[src/rtl/rs_decoder_7_5.sv]
// Streaming RS(7,5) decoder over GF(8): receives 7 symbols, computes S1/S2 by Horner,
// corrects at most one symbol error, then streams out the 5 message symbols with status.
module rs_decoder_7_5 #(
    parameter int SYMBOL_WIDTH = 3,
    parameter int N            = 7,
    parameter int K            = 5
) (
    input  logic                    clk,
    input  logic                    reset,
    input  logic                    in_valid,
    output logic                    in_ready,
    input  logic [SYMBOL_WIDTH-1:0] in_sym,
    output logic                    out_valid,
    input  logic                    out_ready,
    output logic [SYMBOL_WIDTH-1:0] out_sym,
    output logic                    out_last,
    output logic                    err_corrected,
    output logic                    err_uncorrectable
);

    typedef enum logic [1:0] {RECV, CALC, SEND} state_t;

    state_t                  state;
    logic [SYMBOL_WIDTH-1:0] rbuf [N];
    logic [SYMBOL_WIDTH-1:0] cbuf [N];
    logic [SYMBOL_WIDTH-1:0] s1, s2;
    logic [2:0]              cnt, oidx, nidx;
    logic [2:0]              l1, l2, jexp, eexp, pos;
    logic [2:0]              emag;
    logic                    fix;

    // Bit order is {1, a, a^2}, so multiplying by a rotates with a feedback XOR.
    function automatic logic [2:0] mul_a(input logic [2:0] v);
        return {v[0], v[2] ^ v[0], v[1]};
    endfunction

    function automatic logic [2:0] mul_a2(input logic [2:0] v);
        return mul_a(mul_a(v));
    endfunction

    // Log index: 0 for the zero element, i for a^(i-1).
    function automatic logic [2:0] log_idx(input logic [2:0] v);
        case (v)
            3'b100:  return 3'd1;
            3'b010:  return 3'd2;
            3'b001:  return 3'd3;
            3'b110:  return 3'd4;
            3'b011:  return 3'd5;
            3'b111:  return 3'd6;
            3'b101:  return 3'd7;
            default: return 3'd0;
        endcase
    endfunction

    function automatic logic [2:0] alog(input logic [2:0] e);
        case (e)
            3'd0:    return 3'b100;
            3'd1:    return 3'b010;
            3'd2:    return 3'b001;
            3'd3:    return 3'b110;
            3'd4:    return 3'b011;
            3'd5:    return 3'b111;
            3'd6:    return 3'b101;
            default: return 3'b100;
        endcase
    endfunction

    function automatic logic [2:0] mod7(input logic [4:0] x);
        logic [4:0] r;
        if (x >= 5'd14)     r = x - 5'd14;
        else if (x >= 5'd7) r = x - 5'd7;
        else                r = x;
        return r[2:0];
    endfunction

    // Index offsets cancel: j = idx2-idx1, e-exponent = 2*idx1-idx2-1, both biased by +7.
    always_comb begin
        l1   = log_idx(s1);
        l2   = log_idx(s2);
        jexp = mod7(5'd7 + 5'(l2) - 5'(l1));
        eexp = mod7(5'd6 + {1'b0, l1, 1'b0} - 5'(l2));
        emag = alog(eexp);
        pos  = 3'd6 - jexp;
        fix  = (s1 != '0) && (s2 != '0);
        nidx = oidx + 3'd1;
        for (int unsigned i = 0; i < N; i++) begin
            cbuf[i] = rbuf[i] ^ ((fix && pos == 3'(i)) ? emag : '0);
        end
    end

    always_ff @(posedge clk) begin
        if (reset) begin
            state             <= RECV;
            in_ready          <= 1'b0;
            out_valid         <= 1'b0;
            out_last          <= 1'b0;
            out_sym           <= '0;
            err_corrected     <= 1'b0;
            err_uncorrectable <= 1'b0;
            s1                <= '0;
            s2                <= '0;
            cnt               <= '0;
            oidx              <= '0;
            for (int unsigned i = 0; i < N; i++) rbuf[i] <= '0;
        end else begin
            case (state)
                RECV: begin
                    in_ready <= 1'b1;
                    if (in_valid && in_ready) begin
                        rbuf[cnt] <= in_sym;
                        s1        <= mul_a(s1) ^ in_sym;
                        s2        <= mul_a2(s2) ^ in_sym;
                        if (cnt == 3'(N - 1)) begin
                            cnt      <= '0;
                            in_ready <= 1'b0;
                            state    <= CALC;
                        end else begin
                            cnt <= cnt + 3'd1;
                        end
                    end
                end
                CALC: begin
                    for (int unsigned i = 0; i < N; i++) rbuf[i] <= cbuf[i];
                    out_sym           <= cbuf[0];
                    out_valid         <= 1'b1;
                    out_last          <= 1'b0;
                    err_corrected     <= fix;
                    err_uncorrectable <= (s1 == '0) != (s2 == '0);
                    oidx              <= '0;
                    state             <= SEND;
                end
                SEND: begin
                    if (out_ready) begin
                        if (oidx == 3'(K - 1)) begin
                            out_valid         <= 1'b0;
                            out_last          <= 1'b0;
                            out_sym           <= '0;
                            err_corrected     <= 1'b0;
                            err_uncorrectable <= 1'b0;
                            s1                <= '0;
                            s2                <= '0;
                            oidx              <= '0;
                            in_ready          <= 1'b1;
                            state             <= RECV;
                        end else begin
                            oidx     <= nidx;
                            out_sym  <= rbuf[nidx];
                            out_last <= (nidx == 3'(K - 1));
                        end
                    end
                end
                default: state <= RECV;
            endcase
        end
    end

endmodule

[config.mk]
export PLATFORM = sky130hd
export DESIGN_NAME = rs_decoder_7_5
export DESIGN_NICKNAME = d
export VERILOG_FILES = /design/src/rtl/rs_decoder_7_5.sv
export SDC_FILE = /design/constraint.sdc
export NUM_CORES = 1
export LEC_CHECK = 0
export ABC_AREA = 1
export BUFFER_PORTS_ARGS = -buffer_cell sky130_fd_sc_hd__buf_4
export CAP_MARGIN = 20
export CORE_ASPECT_RATIO = 0.6
export CORE_UTILIZATION = 64
export CTS_BUF_LIST = sky130_fd_sc_hd__clkbuf_2 sky130_fd_sc_hd__clkbuf_4 sky130_fd_sc_hd__clkbuf_8
export DETAILED_ROUTE_END_ITERATION = 8
export PLACE_DENSITY = 0.82
export SLEW_MARGIN = 20
export SYNTH_ARGS = -nofsm -noshare
export SYNTH_HDL_FRONTEND = slang
export SYNTH_SLANG_ARGS = --single-unit
[constraint.sdc]
create_clock -name clk -period 4 [get_ports clk]
set_input_delay 0.2 -clock clk [delete_from_list [all_inputs] [get_ports clk]]
set_output_delay 0.2 -clock clk [all_outputs]
set_load 0.005 [all_outputs]
## Word-level counts from Yosys, hierarchy flattened

Memory sizes are Yosys's and may differ from the RTL's.
Cells that the tools add are included.

- Bits in registers: 22
- RAM bits: 21
- Output and inout bits: 8
- Memories: 1

- Add/subtract/negate cells: 11
- Magnitude comparators: 4
- Equality and inequality tests: 36
- Muxes and demuxes: 64
- Bitwise logic cells: 19
- Reduce and logical (&&, ||, !) cells: 24

Memories:

| memory | depth | width | rd ports | clocked after memory_dff | wr ports | line | RTL |
|---|---|---|---|---|---|---|---|
| rbuf | 7 | 3 | 8 | 0 | 7 | 24 | `logic [SYMBOL_WIDTH-1:0] rbuf [N];` |

Operators with widths:

| operator | number |
|---|---|
| $mux W3 | 29 |
| $eq A3 B3 Y1 const B | 17 |
| $pmux W3 S7 | 2 |
| $xor A3 B3 Y3 | 9 |
| $eq A3 B2 Y1 const B | 8 |
| $pmux W3 S2 | 4 |
| $mux W1 | 18 |
| $pmux W3 S6 | 1 |
| $eq A3 B1 Y1 const B | 4 |
| $sub A3 B3 Y3 const B | 4 |
| $ge A5 B3 Y1 const B | 2 |
| $ge A5 B4 Y1 const B | 2 |
| $pmux W1 S2 | 5 |
| $logic_and A1 B1 Y1 | 9 |
| $logic_not A3 Y1 | 3 |
| $mux W2 | 4 |
| $ne A2 B2 Y1 const B | 4 |
| $reduce_and A4 Y1 | 2 |
| $or A1 B1 Y1 | 7 |
| $add A3 B1 Y3 const B | 2 |
| $pmux W2 S3 | 1 |
| $reduce_and A3 Y1 | 2 |
| $reduce_bool A3 Y1 | 2 |
| $add A3 B4 Y5 const A | 1 |
| other kinds (12) | 16 |

## Longest topological paths before layout

Gate-level depths: netlist (run 1).

- Depth after elaboration: 14
- Depth in mapped cells: 27
- Gate-level depth less buffers: 27

## Worst setup path after synthesis (run 1)

OpenSTA, ideal clock, no wires.

- Path type: register to register
- Start: register s2[0]
- End: memory rbuf[1][2], data pin
- Data arrival time: 3.361 ns
- Slack: 0.370 ns
- Stages on the path, launching flop included: 26
- Buffers on the path: 0
- Cells stage by stage: dfxtp_1 inv_1 ha_1 nor2_1 o21ai_0 ha_1 inv_1 ha_1 inv_1 fa_1 inv_1 ha_1 inv_1 nand2_1 nand3_1 nand4_1 nand2_1 nand2_2 nand3_1 nand2_1 nand2_2 nand2_2 inv_4 nand3_1 nand3_1 o21ai_0

RTL lines:

| what | line | RTL |
|---|---|---|
| from (decl) | 26 | `logic [SYMBOL_WIDTH-1:0] s1, s2;` |
| from (signal assigned) | 112 | `s2 <= mul_a2(s2) ^ in_sym;` |
| to (decl) | 24 |  |

==> results of run 1 <==
## Yosys cell counts, drive strengths merged
library cell,number
a221oi,4
a31oi,1
nand4,7
o21ai,56
edfxtp,24
clkinv,1
o22ai,5
nor3,2
inv,80
xor2,7
nand2,123
dfxtp,22
nand3,45
o21bai,3
a21oi,32
a211oi,3
fa,2
and3,1
or2,1
nor4,3
a32o,1
nor2,41
ha,23
clkbuf,8
## layout by cell type, fill, tap and decap left out, types with 2 or more instances in the layout
master / n
edfxtp_1: 24
nand3_1: 44
nand2_2: 11
buf_4: 20
xor2_1: 7
o21bai_1: 2
a221oi_1: 4
nand4_1: 7
clkbuf_8: 5
nand2_4: 2
dfxtp_4: 2
nor2_4: 2
nor4_1: 3
o22ai_1: 5
nor3_1: 2
dfxtp_1: 20
o21ai_1: 14
ha_2: 2
inv_2: 9
a211oi_1: 3
a21oi_1: 31
o21ai_2: 3
o21ai_0: 38
inv_1: 70
fa_1: 2
nor2_2: 6
nor2_1: 33
ha_1: 21
nand2_1: 110
## worst max-delay path by stage
stage,start,cells past startpoint,to
floorplan,s2[0]$_SDFFE_PP0P_,25,rbuf[1][2]$_DFFE_PP_
global placement,s2[0]$_SDFFE_PP0P_,22,rbuf[3][1]$_DFFE_PP_
detailed placement,s2[0]$_SDFFE_PP0P_,22,rbuf[3][1]$_DFFE_PP_
CTS,s2[1]$_SDFFE_PP0P_,25,rbuf[1][2]$_DFFE_PP_
global route,s2[0]$_SDFFE_PP0P_,25,rbuf[3][1]$_DFFE_PP_
finish,s2[0]$_SDFFE_PP0P_,28,rbuf[5][2]$_DFFE_PP_
## sequential cells by signal, summed over array words and instances (netlist names)
signal and flops:
err_corrected 1, oidx 3, state 2, in_ready 1, cnt 3, s2 3
s1 3, err_uncorrectable 1, out_valid 1, out_sym 3, out_last 1, rbuf 24
## worst max-delay path, delay by kind of cell (launching register included)
kind | cells | cell delay [ps]
compound gates | 2 | 160
fa+ha+maj | 5 | 1390
simple gates | 13 | 1030
flops | 1 | 380
buf+inv | 8 | 590
## final cells by class
type	instances	area, um^2	area share (%)
multi-input combinational	360	2011	52.46
tap	66	82.58	2.155
clock buffer	5	68.82	1.796
inverter	81	309.0	8.064
timing repair buffer	21	170.2	4.440
sequential	46	1169	30.49
clock inverter	3	22.52	0.5877
## power by group
part           total, mW  internal (mW)  switching, mW
clock              0.307          0.126          0.181
sequential         0.525          0.511         0.0139
combinational      0.799          0.276          0.524
total               1.63          0.913          0.719
## timing repair
| item | 4_1_cts | 5_1_grt |
|---|---|---|
| endpoints found under the setup margin | 16 | 24 |
| pin swaps | 1 | 4 |
| buffers inserted | 1 | 3 |
| resized for setup | 2 | 14 |
## layer usage
metal,share of wire (%),up-vias
li1,-,1686
met1,46,1585
met2,41,195
met3,12,21
met4,1.0,0
met5,0,-
## metrics by stage
stage | util (%) | worst slack, ps | instances | hold slack [ps]
2_1_floorplan | - | 370.1 | 495 | 298.9
3_3_place_gp | 71.02 | 156.7 | 570 | 389.8
3_5_place_dp | 71.02 | -51.08 | 570 | 388.3
4_1_cts | 73.20 | 52.70 | 579 | 66.06
5_1_grt | 74.34 | -49.10 | 582 | 62.74
6_report | 74.34 | 192.7 | 582 | 68.94
## cell families after synthesis
| logic type | after synthesis |
|---|---|
| adders and majority gates | 25 |
| and+or+nand+nor | 223 |
| xor gates and xnor gates | 7 |
| DFF | 46 |
| AOI/OAI and AO/OA | 105 |
| buffers and inverters | 89 |
==> flow_summary.yaml, run 1 <==
global_routing:
  grt_max_degree: 20
  track_usage_pct: 33.13
  grt_pass1_vias: 3022
  grt-busiest-layer: "met2"
  grt_overflow: 0
  grt_antenna_before_repair: 0
  grt_use_met2_pct: 49.60
  met1_usage_pct: 48.36
  met3_usage_pct: 9.198
  grt_pass1_wl_mm: 14.78
die:
  ios: 15
  design.core.area_um2: 5155
  die_y_um: 59.13
  die_x_um: 97.21
  dieArea_um2: 5748
  rows: 20
  initial_core_util_pct: 67.52
clock_tree:
  cts_buffer_depth: 2
  cts_sinks: 46
  cts-buffers-inserted: 5
  cts_root_buffer: "clkbuf_8"
  htreeDepth: 2
  cts.clk_slew.worst_paths_ps: 100
  insertion_delay_ps: 310
  cts-hold-fix-buffers: 0
  cts_tree: "built"
logic_synthesis:
  synth_nets: 527
  synth.area.top_cells: "edfxtp_1 (21%), dfxtp_1 (13%), nand2_1 (12%)"
  synth_compound_area_share_pct: 17.18
  synth_area_leader_cell: "edfxtp_1"
  yosys_warnings: 0
  synth_xor_xnor_area_share_pct: 1.761
  synthSimpleGateAreaFrac_pct: 28.61
  muxShareOfSynthArea_pct: 0
  avgSynthCellArea_um2: 7.032
  yosysSeqAreaShare_pct: 33.36
  ys_ff_latch: 46
  synth_cells: 495
  synth_top_family_by_area: "simple AND/OR/NAND/NOR gates"
  synth_top_area_share_pct: 20.70
  ys_types: 35
  synthAdderAreaFrac_pct: 9.418
  synth.cell_area_um2: 3481
finish:
  final_layout_size_suffix_gt1_share_pct: 13.95
  num-fill-cells: 410
  antenna_cells: 0
  area_growth_pct: 10.10
  layout.nets: 547
  design_area_um2: 3832
worst_setup_path:
  cp-start-kind: "flop"
  r2r_cells: 28
  critPathKind: "reg2reg"
  regToRegSetupSlack_ps: 190
  cp_common_cell: "nand2_1"
  worstPathRequired_ps: 4060
  reg2reg_from: "s2[0]$_SDFFE_PP0P_"
  arrival_ps: 3860
  slowest_delay_ps: 520
  r2r-end: "rbuf[5][2]$_DFFE_PP_"
  worst_setup_path_end_kind: "flop"
  crit_path_max_fanout: 10
  cpMaxStageDelayCell: "fa_1"
timing:
  fmax_ghz: 0.2627
  min_period_ps: 3807
  drv_slew: 0
  setup-violations-final: 0
  skew_ps: 4.858
  hold_viol: 0
  tns_ps: 0
  fin_crit_sh_pct: 95.18
  relSlewSlack_pct: 55.12
  worst_pin_slew_ps: 670.7
pwr:
  power_mw: 1.631
  total_leakage_power_nw: 1.752
  powerDensity_nw_per_um2: 425.6
  ir_drop_uv: 249.2
outcome:
  status: "complete, no violations"
placed_design:
  place_area_um2: 3661
  port_buffers: 14
  hpwl_mm: 7.086
  place_congestion: 0.9307
min_path:
  whs_path_depth: 1
  hp-class: "in2reg"
  hp-start: "in_sym[2]"
  holdPathEnd: "rbuf[7][2]$_DFFE_PP_"
routing:
  ant_nets: 0
  drtIter0Drc: 500
  first_pass_iters: 6
  wl_mm: 9.202
  dr_total_vias: 3487
  drc: 0
  wire_per_inst_um: 15.81
  viasPerCell: 5.991
job:
  max-cap-violations: 0
Power figures use the tool's default switching activity.
==> inputs of run 2 (changes only) <==
PLACE_DENSITY = 0.91   (was 0.82)
==> run 2 against run 1 <==
Global-route usage up 0.26 points. Via count increased by 2.4%. Die area is the same. Worst hold slack improved by 12 ps. Largest cell class unchanged. Wire length rose by 4.2%. Cell area rose by 1.8%. First-iteration DRC count decreased by 3.2%. Count of clock-buffer cells in the layout did not move. Utilization grew 1.4 points. Register-to-register slack got worse by 50 ps. Sequential share of layout area shrank 0.55 points. Worst setup slack lost 53 ps.
==> flow_summary.yaml, run 2 (same netlist as run 1, synthesis figures left out) <==
clock_tree:
  htreeDepth: 2
  cts_sinks: 46
  cts_buffer_depth: 2
  cts_tree: "built"
  cts.clk_slew.worst_paths_ps: 90
  cts-hold-fix-buffers: 0
  cts_root_buffer: "clkbuf_8"
  cts-buffers-inserted: 5
  insertion_delay_ps: 310
finish:
  regMostFlops: "rbuf"
  postLayoutCoreUtil_pct: 75.70
  largest_reg_flops: 24
  num-fill-cells: 360
  antenna_cells: 0
  area_growth_pct: 12.11
  final_layout_size_suffix_gt1_share_pct: 14.81
  instances_no_fill: 586
  layout.nets: 551
  layout_common_cells: "nand2_1 (109), inv_1 (70), nand3_1 (42)"
  final_common_cell: "nand2_1"
worst_setup_path:
  slowest_delay_ps: 470
  cpMaxStageDelayCell: "fa_1"
  worstPathRequired_ps: 4050
  crit_start: "s2[0]$_SDFFE_PP0P_"
  reg2reg_from: "s2[0]$_SDFFE_PP0P_"
  worst_setup_path_end_kind: "flop"
  critPathKind: "reg2reg"
  cp-start-kind: "flop"
  arrival_ps: 3910
  crit_path_max_fanout: 10
routing:
  viasPerCell: 6.094
  wl_mm: 9.588
  first_pass_iters: 8
  wire_per_inst_um: 16.36
  drc: 0
  drtIter0Drc: 484
  dr_total_vias: 3571
  ant_nets: 0
pwr:
  power_mw: 1.780
  total_leakage_power_nw: 1.798
  ir_drop_uv: 230.8
  powerDensity_nw_per_um2: 456.1
placed_design:
  port_buffers: 14
  hpwl_mm: 7.139
  dp_slack_ps: -115.4
  dpl.cell_count: 570
  place_congestion: 0.9357
die:
  die_x_um: 97.21
  dieArea_um2: 5748
  rows: 20
  ios: 15
  initial_core_util_pct: 67.52
  die_y_um: 59.13
  design.core.area_um2: 5155
timing:
  worst_pin_slew_ps: 698.5
  setup-violations-final: 0
  hold_viol: 0
  min_period_ps: 3861
  fmax_ghz: 0.2590
  layout_setup_ws_ps: 139.2
  drv_slew: 0
  relSlewSlack_pct: 53.26
  tns_ps: 0
  skew_ps: 5.782
  fin_crit_sh_pct: 96.52
global_routing:
  grt_overflow: 0
  track_usage_pct: 33.40
  grt_antenna_before_repair: 0
  grt_pass1_vias: 3190
  grt_max_degree: 20
  grt_pass1_wl_mm: 14.86
min_path:
  hp-class: "in2reg"
  hp-start: "in_sym[2]"
outcome:
  status: "complete, no violations"
job:
  max-cap-violations: 0
run 2: layer usage:
| layer | track usage, % | part of all wire (%) | vias up | wire, um |
|---|---|---|---|---|
| li1 | - | - | 1695 | - |
| met1 | 44.20 | 41 | 1596 | 3925 |
| met2 | 53.52 | 43 | 234 | 4121 |
| met3 | 10.02 | 13 | 46 | 1281 |
| met4 | 10.71 | 2.7 | 0 | 259 |
| met5 | 0 | 0 | - | 0 |
run 2: final cells by class:
| cell class | count | area [um^2] | area share [%] |
|---|---|---|---|
| inverters | 81 | 309.0 | 7.919 |
| flip-flops and latches | 46 | 1169 | 29.95 |
| multi-input cells | 360 | 2032 | 52.07 |
| repair buffers | 25 | 197.7 | 5.066 |
| clock buffers | 5 | 68.82 | 1.763 |
| clock inverters | 3 | 43.79 | 1.122 |
| well taps | 66 | 82.58 | 2.116 |
run 2: through the flow:
| step | hold WS [ps] | instance area, um^2 |
|---|---|---|
| floorplan | 298.9 | 3481 |
| global placement | 393.2 | 3661 |
| detailed placement | 399.5 | 3661 |
| CTS | 78.78 | 3775 |
| global route | 71.79 | 3902 |
| finish | 80.48 | 3902 |
run 2: final timing paths:
kind                           end  slack, ps  depth (start not counted)
min           rbuf[7][2]$_DFFE_PP_         80                          1
max reg2reg   rbuf[5][2]$_DFFE_PP_        140                         25
max           rbuf[5][2]$_DFFE_PP_        140                         25
min reg2reg  out_last$_SDFFE_PP0P_        480                          2
run 2: power by group:
group / leakage (nW) / switching [mW] / internal, mW
Clock: 0.0585 / 0.170 / 0.187
Sequential: 0.424 / 0.0132 / 0.511
Combinational: 1.32 / 0.581 / 0.317
run 2: what timing repair did:
action | 4_1_cts | 5_1_grt
buffers inserted | 0 | 8
endpoints found under the setup margin | 11 | 24
pin swaps | 0 | 6
gates resized for setup | 2 | 18
run 2: worst max-delay path: cells and delay by family, from the launching register on:
kind	cells	cell delay, ps
adder cells (fa/ha/maj)	5	1350
buffers and inverters	7	580
flip-flops	1	370
AND/OR/NAND/NOR	11	1160
AO/OA/AOI/OAI	2	170
==> inputs of run 3 (changes only) <==
RECOVER_POWER = 25   (was not set)
TNS_END_PERCENT = 10   (was not set)
==> run 3 against run 2 <==
Global-route usage did not move. Cell area fell by 0.29%. Total power barely moved. Critical path type unchanged. Largest power group unchanged.
==> flow_summary.yaml, run 3 (same netlist as run 1, synthesis figures left out) <==
pwr:
  pwr-share-comb_pct: 50.2
  p_clk_share_pct: 20.3
  seqPwrFrac_pct: 29.5
  total_leakage_power_nw: 1.783
  power_mw: 1.779
  ir_drop_uv: 231.8
  powerDensity_nw_per_um2: 457.2
  p_int_mw: 1.015
  switching_share_pct: 42.97
  p_switching_mw: 0.7645
global_routing:
  met1_usage_pct: 44.20
  track_usage_pct: 33.40
  grt_max_degree: 20
  grt-busiest-layer: "met2"
  met3_usage_pct: 10.02
  grt_antenna_before_repair: 0
  grt_pass1_vias: 3190
  grt_overflow: 0
  grt_pass1_wl_mm: 14.86
  grt_use_met2_pct: 53.52
finish:
  antenna_cells: 0
  layout_common_cells: "nand2_1 (109), inv_1 (70), nand3_1 (42)"
  regMostFlops: "rbuf"
  layout.nets: 551
  area_growth_pct: 11.79
  largest_reg_flops: 24
  num-fill-cells: 361
  final_layout_size_suffix_gt1_share_pct: 14.23
  final_common_cell: "nand2_1"
  design_area_um2: 3891
routing:
  dr_total_vias: 3583
  first_pass_iters: 6
  viasPerCell: 6.114
  drtIter0Drc: 455
  drc: 0
  ant_nets: 0
  wl_mm: 9.612
  wire_per_inst_um: 16.40
clock_tree:
  cts.clk_slew.worst_paths_ps: 90
  cts-hold-fix-buffers: 0
  insertion_delay_ps: 310
  cts_buffer_depth: 2
  cts_root_buffer: "clkbuf_8"
  htreeDepth: 2
  cts_sinks: 46
  cts_tree: "built"
  cts-buffers-inserted: 5
worst_setup_path:
  cp-start-kind: "flop"
  worstPathRequired_ps: 4050
  crit_path_max_fanout: 10
  arrival_ps: 3950
  worst_setup_path_end_kind: "flop"
  critPathKind: "reg2reg"
min_path:
  hp-class: "in2reg"
job:
  max-cap-violations: 0
placed_design:
  place_congestion: 0.9357
  port_buffers: 14
  place_area_um2: 3661
  hpwl_mm: 7.139
timing:
  relSlewSlack_pct: 53.27
  fin_crit_sh_pct: 97.43
  hold_viol: 0
  drv_slew: 0
  skew_ps: 5.345
  setup-violations-final: 0
  min_period_ps: 3897
  fmax_ghz: 0.2566
  worst_pin_slew_ps: 698.4
die:
  design.core.area_um2: 5155
  initial_core_util_pct: 67.52
  die_y_um: 59.13
  rows: 20
  ios: 15
  die_x_um: 97.21
  dieArea_um2: 5748
outcome:
  status: "complete, no violations"
-- run 3: cell types whose count changed in the layout (fill, tap and decap cells not counted), sizes merged --
| cell | previous run | this run |
|---|---|---|
| clkbuf | 5 | 16 |
| buf | 25 | 14 |
-- run 3: timing repair --
item / in CTS / in global routing
buffers inserted: 0 / 8
setup endpoints to repair: 11 / 24
gates resized for setup: 2 / 18
pin swaps: 0 / 6
hold endpoints to repair: 0 / 0
-- run 3: routing by layer --
metal / vias up / routed length, um
met5: - / 0
met4: 0 / 259
met3: 47 / 1249
met2: 237 / 4121
met1: 1604 / 3981
li1: 1695 / -
-- run 3: power groups by stage --
stage | clock [mW] | combinational (mW) | sequential, mW
finish | 0.361 | 0.893 | 0.524
detailed placement | 0 | 0.691 | 0.535
floorplan | 0 | 0.544 | 0.532
global route | 0.377 | 0.972 | 0.526
CTS | 0.358 | 0.694 | 0.524
global placement | 0 | 0.651 | 0.534
-- run 3: cell type report --
class                   instances  area, um^2  area share (%)
clock buffers                   5       68.82           1.768
clock inverters                 3       43.79           1.125
inverters                      81       309.0           7.942
multi-input cells             360        2032           52.22
flip-flops and latches         46        1169           30.03
well taps                      66       82.58           2.122
repair buffers                 25       186.4           4.791
-- run 3: final timing paths --
| kind | start | to | slack [ps] | cells past startpoint |
|---|---|---|---|---|
| worst max-delay path | s2[0]$_SDFFE_PP0P_ | rbuf[5][2]$_DFFE_PP_ | 100 | 23 |
| worst max register to register | s2[0]$_SDFFE_PP0P_ | rbuf[5][2]$_DFFE_PP_ | 100 | 23 |
| worst min-delay path | in_sym[2] | rbuf[7][2]$_DFFE_PP_ | 120 | 1 |
| worst min register to register | out_last$_SDFFE_PP0P_ | out_last$_SDFFE_PP0P_ | 480 | 2 |
-- run 3: critical path: stages (launching register included) --
cell      delay [ps]
dfxtp_4          370
inv_1             60
ha_1             220
nor2_2           130
o21ai_2          100
ha_1             320
inv_1             90
ha_2             170
inv_1             60
fa_1             520
inv_2             50
ha_1             200
o21ai_1          250
nand4_1          200
nand2_2          170
nand2_1           70
nand2_1           80
nand2_2          100
nand2_4          100
clkinv_4         100
nand2_1           90
nand2_1           70
nand3_1           70
o21ai_1           70
-- run 3: per-stage QoR --
step | cells | util (%) | setup WS, ps | hold WS (ps) | TNS, ps
after floorplan | 495 | - | 370.1 | 298.9 | 0
after global placement | 570 | 71.02 | 166.0 | 393.2 | 0
after detailed placement | 570 | 71.02 | -115.4 | 399.5 | -683.6
after CTS | 578 | 73.23 | 18.34 | 78.78 | 0
after global routing | 586 | 75.49 | -62.54 | 129.8 | -449.4
final | 586 | 75.49 | 102.9 | 125.0 | 0
